### src/rtl/sw_debounce_pkg.sv
// rtl/sw_debounce_pkg.sv - shared state encoding and defaults for the switch debouncer
package sw_debounce_pkg;

    typedef enum logic [1:0] {
        STABLE_LO = 2'b00,
        PEND_HI   = 2'b01,
        STABLE_HI = 2'b10,
        PEND_LO   = 2'b11
    } db_state_e;

    localparam int unsigned DEBOUNCE_CYCLES_DEFAULT = 4;

    // Counter must hold values up to the debounce length itself.
    function automatic int unsigned cnt_width(input int unsigned cycles);
        int unsigned w;
        w = $clog2(cycles + 1);
        return (w < 1) ? 1 : w;
    endfunction

endpackage

### src/rtl/debounce_ch.sv
// rtl/debounce_ch.sv - one channel: two-flop synchroniser, debounce FSM and counter
module debounce_ch
    import sw_debounce_pkg::*;
#(
    parameter int unsigned DEBOUNCE_CYCLES = DEBOUNCE_CYCLES_DEFAULT
) (
    input  logic clk,
    input  logic rst_n,
    input  logic sw_i,
    output logic level_o,
    output logic rise_o,
    output logic fall_o
);

    localparam int unsigned    CW       = cnt_width(DEBOUNCE_CYCLES);
    localparam logic [CW-1:0]  CNT_ONE  = CW'(1);
    localparam logic [CW-1:0]  CNT_LAST = CW'(DEBOUNCE_CYCLES);

    logic          meta_q;
    logic          sync_q;
    db_state_e     state_q;
    logic [CW-1:0] cnt_q;
    logic [CW-1:0] cnt_d;
    logic          level_q;
    logic          rise_q;
    logic          fall_q;

    always_ff @(posedge clk or negedge rst_n) begin
        if (!rst_n) begin
            meta_q <= 1'b0;
            sync_q <= 1'b0;
        end else begin
            meta_q <= sw_i;
            sync_q <= meta_q;
        end
    end

    assign cnt_d = cnt_q + CNT_ONE;

    // Pulses default low every cycle so each acceptance yields exactly one.
    always_ff @(posedge clk or negedge rst_n) begin
        if (!rst_n) begin
            state_q <= STABLE_LO;
            cnt_q   <= '0;
            level_q <= 1'b0;
            rise_q  <= 1'b0;
            fall_q  <= 1'b0;
        end else begin
            rise_q <= 1'b0;
            fall_q <= 1'b0;
            case (state_q)
                STABLE_LO: begin
                    if (sync_q) begin
                        if (CNT_ONE == CNT_LAST) begin
                            state_q <= STABLE_HI;
                            level_q <= 1'b1;
                            rise_q  <= 1'b1;
                            cnt_q   <= '0;
                        end else begin
                            state_q <= PEND_HI;
                            cnt_q   <= CNT_ONE;
                        end
                    end
                end
                PEND_HI: begin
                    if (!sync_q) begin
                        state_q <= STABLE_LO;
                        cnt_q   <= '0;
                    end else if (cnt_d == CNT_LAST) begin
                        state_q <= STABLE_HI;
                        level_q <= 1'b1;
                        rise_q  <= 1'b1;
                        cnt_q   <= '0;
                    end else begin
                        cnt_q <= cnt_d;
                    end
                end
                STABLE_HI: begin
                    if (!sync_q) begin
                        if (CNT_ONE == CNT_LAST) begin
                            state_q <= STABLE_LO;
                            level_q <= 1'b0;
                            fall_q  <= 1'b1;
                            cnt_q   <= '0;
                        end else begin
                            state_q <= PEND_LO;
                            cnt_q   <= CNT_ONE;
                        end
                    end
                end
                PEND_LO: begin
                    if (sync_q) begin
                        state_q <= STABLE_HI;
                        cnt_q   <= '0;
                    end else if (cnt_d == CNT_LAST) begin
                        state_q <= STABLE_LO;
                        level_q <= 1'b0;
                        fall_q  <= 1'b1;
                        cnt_q   <= '0;
                    end else begin
                        cnt_q <= cnt_d;
                    end
                end
                default: begin
                    state_q <= STABLE_LO;
                    cnt_q   <= '0;
                    level_q <= 1'b0;
                end
            endcase
        end
    end

    assign level_o = level_q;
    assign rise_o  = rise_q;
    assign fall_o  = fall_q;

endmodule

### src/rtl/sw_debounce2.sv
// rtl/sw_debounce2.sv - two debounced switch channels feeding a 2-input AND
module sw_debounce2
    import sw_debounce_pkg::*;
#(
    parameter int unsigned DEBOUNCE_CYCLES = DEBOUNCE_CYCLES_DEFAULT
) (
    input  logic clk,
    input  logic rst_n,
    input  logic sw0_i,
    input  logic sw1_i,
    output logic sw0_o,
    output logic sw1_o,
    output logic sw0_rise,
    output logic sw1_rise,
    output logic sw0_fall,
    output logic sw1_fall,
    output logic and_o
);

    debounce_ch #(.DEBOUNCE_CYCLES(DEBOUNCE_CYCLES)) u_ch0 (
        .clk     (clk),
        .rst_n   (rst_n),
        .sw_i    (sw0_i),
        .level_o (sw0_o),
        .rise_o  (sw0_rise),
        .fall_o  (sw0_fall)
    );

    debounce_ch #(.DEBOUNCE_CYCLES(DEBOUNCE_CYCLES)) u_ch1 (
        .clk     (clk),
        .rst_n   (rst_n),
        .sw_i    (sw1_i),
        .level_o (sw1_o),
        .rise_o  (sw1_rise),
        .fall_o  (sw1_fall)
    );

    assign and_o = sw0_o & sw1_o;

endmodule

### config.mk
export PLATFORM = sky130hd
export DESIGN_NAME = sw_debounce2
export DESIGN_NICKNAME = d
export VERILOG_FILES = /design/src/rtl/sw_debounce_pkg.sv /design/src/rtl/debounce_ch.sv /design/src/rtl/sw_debounce2.sv
export SDC_FILE = /design/constraint.sdc
export NUM_CORES = 1
export LEC_CHECK = 0
export CORE_MARGIN = 3
export CORE_UTILIZATION = 45
export DETAILED_ROUTE_END_ITERATION = 8
export PLACE_DENSITY_LB_ADDON = 0.3
export RECOVER_POWER = 100
export REMOVE_ABC_BUFFERS = 1
export SYNTH_ARGS = -nofsm -noshare
export SYNTH_HDL_FRONTEND = slang
export SYNTH_HIERARCHICAL = 1
export SYNTH_SLANG_ARGS = --single-unit
### constraint.sdc
create_clock -name clk -period 1.24 [get_ports clk]
set_input_delay 0.248 -clock clk [delete_from_list [all_inputs] [get_ports clk]]
set_output_delay 0.248 -clock clk [all_outputs]
set_load 0.02 [all_outputs]
==> impl_metrics.env <==
export IMPL_hpwl_um=1165
export IMPL_crit_fanout=3
export IMPL_clk_pin_slew_ps=110
export IMPL_synthAdderAreaFrac_pct=8.368
export IMPL_met3_length_um=44
export IMPL_cts_path_max_buffers=2
export IMPL_fin_skew_ps=2.603
export IMPL_synth_compound_area_share_pct=9.623
export IMPL_power_uw=2221
export IMPL_cts_buffers=3
export IMPL_drive_gt1_share_pct=32.63
export IMPL_ios=11
export IMPL_gp_congestion=0.7094
export IMPL_cts_hold_buf=0
export IMPL_fin_nets=106
export IMPL_grt_pass1_vias=651
export IMPL_grtUsageTotal_pct=15.76
export IMPL_holdCritPathClass="flop to flop"
export IMPL_most_common_layout_cells="dfrtp_1, buf_4, nand2_1, clkbuf_2, inv_1"
export IMPL_synth_top_family_by_area="simple AND/OR/NAND/NOR gates"
export IMPL_netlist_instances=72
export IMPL_cp_required_ps=1440
export IMPL_dr_pass1_iters=4
export IMPL_vdd_drop_max_v=0.001031
export IMPL_placed_cells=113
export IMPL_finalMaxSlewViolations=0
export IMPL_setup_ws_ps=-79.05
export IMPL_grt_pass1_wl_um=2946
export IMPL_die_h_um=50.65
export IMPL_synth_seq_cells=20
export IMPL_netlist_area_um2=897.1
export IMPL_avgSynthCellArea_um2=12.46
export IMPL_holdWs_ps=363.9
export IMPL_synth_area_mux_share_pct=5.021
export IMPL_regToRegSetupSlack_ps=-80
export IMPL_row_count=15
export IMPL_synth_simple_gate_area_share_pct=13.81
export IMPL_wl_um=1719
export IMPL_cap_violations=0
export IMPL_yosys_warnings=6
export IMPL_first_iter_violations=9
export IMPL_worstMarginPinSlew_ps=488.8
export IMPL_wl_met1_um=740
export IMPL_min_period_ps=1319
export IMPL_cts_tree="yes"
export IMPL_cts_sinks=20
export IMPL_violations="negative setup slack"
export IMPL_start_util_pct=49.79
export IMPL_coreArea_um2=1802
export IMPL_outcome="complete, but fails checks"
export IMPL_hold_viol=0
export IMPL_die_x_um=50.65
export IMPL_final_instance_count_excl_fill=120
export IMPL_cp_start_kind="flop"
export IMPL_post_route_period_util_pct=106.4
export IMPL_ant_nets=0
export IMPL_area_delta_synth_final_pct=32.36
export IMPL_maxSlewHeadroom_pct=67.41
export IMPL_cp_startpoint="u_ch1/cnt_q[0]"
export IMPL_num_antenna_cells=0
export IMPL_cp_arrival_ps=1520
export IMPL_fillCellCount=146
export IMPL_route_top_layer_used="met4"
export IMPL_dr_wl_met2_um=918
export IMPL_pwr_density_cell_nw_per_um2=1870
export IMPL_yosysSeqAreaShare_pct=55.79
export IMPL_grt_max_degree=21
export IMPL_via_per_inst=5.092
export IMPL_wl_per_cell_um=14.33
export IMPL_path_class="flop to flop"
export IMPL_reg2regPathDepth=4
export IMPL_dieArea_um2=2565
export IMPL_clock_latency_ps=300
export IMPL_via_count=611
export IMPL_cellLeakagePower_uw=0.0005270
export IMPL_port_buffers=10
export IMPL_final_common_cell="dfrtp_1"
export IMPL_setup_viol=7
export IMPL_timing_fmax_mhz=758.1
export IMPL_grt_ovfl_total=0
export IMPL_root_buffer="clkbuf_4"
export IMPL_r2r_start="u_ch1/cnt_q[0]"
export IMPL_synthXorXnorAreaFrac_pct=4.603
export IMPL_antenna_found_initial=0
export IMPL_synth_distinct_cells=27
export IMPL_cts_htree_levels=1
export IMPL_drc_errors=0
export IMPL_end_kind="flop"
export IMPL_rsz0062_at_grt="true"
export IMPL_fin_util_pct=65.90
-- cell usage after synthesis --
cell	instances	area, um^2
a22o_1	2	17.52
nor2b_1	3	18.77
nand2b_1	2	12.51
o21ai_0	1	5.000
ha_1	6	75.07
and2_1	1	6.260
nor3_1	2	10.01
nor3b_1	2	15.01
o21a_1	1	7.510
inv_1	4	15.01
xnor2_1	1	8.760
mux2i_1	3	30.03
a31oi_1	2	12.51
xor2_2	2	32.53
a21oi_1	2	10.01
a41o_1	1	10.01
and4b_1	1	10.01
o31ai_1	1	7.510
nand3_2	1	10.01
nand2_1	7	26.28
mux2_4	1	15.01
buf_2	1	5.000
a21o_1	1	7.510
nand3b_1	2	15.01
dfrtp_1	20	500.5
clkbuf_2	1	5.000
a41oi_1	1	8.760
-- flip-flops by register name, summed over array words and instances, names as in the netlist, named ones only --
name / count
u_ch0/rise_o: 1
u_ch1/level_o: 1
u_ch1/sync_q: 1
u_ch0/fall_o: 1
u_ch0/meta_q: 1
u_ch0/cnt_q: 3
u_ch1/state_q: 1
u_ch0/level_o: 1
u_ch1/rise_o: 1
u_ch1/meta_q: 1
u_ch0/state_q: 1
u_ch1/fall_o: 1
u_ch0/sync_q: 1
u_ch1/cnt_q: 3
-- per-stage QoR --
| step | cell area [um^2] | setup TNS, ps | worst slack, ps |
|---|---|---|---|
| 5_1_grt | 1187 | -1074 | -130.6 |
| 3_3_place_gp | 1079 | -407.4 | -108.9 |
| 2_1_floorplan | 887.1 | -138.7 | -130.0 |
| 3_5_place_dp | 1079 | -830.1 | -210.0 |
| 6_report | 1187 | -298.4 | -79.05 |
| 4_1_cts | 1160 | -538.1 | -142.6 |
-- worst max-delay path, cell delays in order (launching register included) --
cell	delay [ps]
dfrtp_1	430
ha_4	190
xor2_4	160
nand3_2	120
mux2_4	320
-- layer usage --
metal  GRT usage (%)  vias to the layer above
met4           8.072                        0
met2           26.96                        6
met1           18.89                      307
li1                -                      296
met5               0                        -
met3           2.671                        2
-- cell families after synthesis --
family | count (synthesis)
xor gates and xnor gates | 3
muxes | 4
adders and majority gates | 6
and+or+nand+nor | 21
AOI/OAI and AO/OA | 12
buffers and inverters | 6
DFF | 20
-- power by group --
| part | switching [uW] | internal (uW) |
|---|---|---|
| clock | 201 | 327 |
| sequential | 153 | 775 |
| combinational | 350 | 415 |
| total | 704 | 1520 |
-- cell type report --
| class | count | area [um^2] | area share [%] |
|---|---|---|---|
| Clock buffer | 3 | 22.52 | 1.897 |
| Inverter | 4 | 15.01 | 1.264 |
| Multi-Input combinational cell | 46 | 436.7 | 36.78 |
| Sequential cell | 20 | 500.5 | 42.15 |
| Timing Repair Buffer | 21 | 151.4 | 12.75 |
| Tap cell | 25 | 31.28 | 2.634 |
| Clock inverter | 1 | 30.03 | 2.529 |
-- how the worst min path moves through the flow --
stage                  from                    endpoint  slack [ps]  cells past startpoint
6_report       u_ch0/meta_q                u_ch0/sync_q         360                      0
5_1_grt        u_ch0/meta_q                u_ch0/sync_q         380                      0
4_1_cts               rst_n                u_ch1/rise_o         260                      2
3_5_place_dp   u_ch0/meta_q                u_ch0/sync_q         340                      0
3_3_place_gp   u_ch0/meta_q                u_ch0/sync_q         330                      0
2_1_floorplan         rst_n  asynchronous set/reset pin         -50                      0
-- repair_timing --
| action | in CTS | in global routing |
|---|---|---|
| pin swaps | 5 | 7 |
| setup endpoints to repair | 14 | 15 |
| endpoints found under the hold margin | 0 | 0 |
| resized for setup | 26 | 15 |
| setup buffers | 2 | 1 |
(Power assumes the default switching activity.)
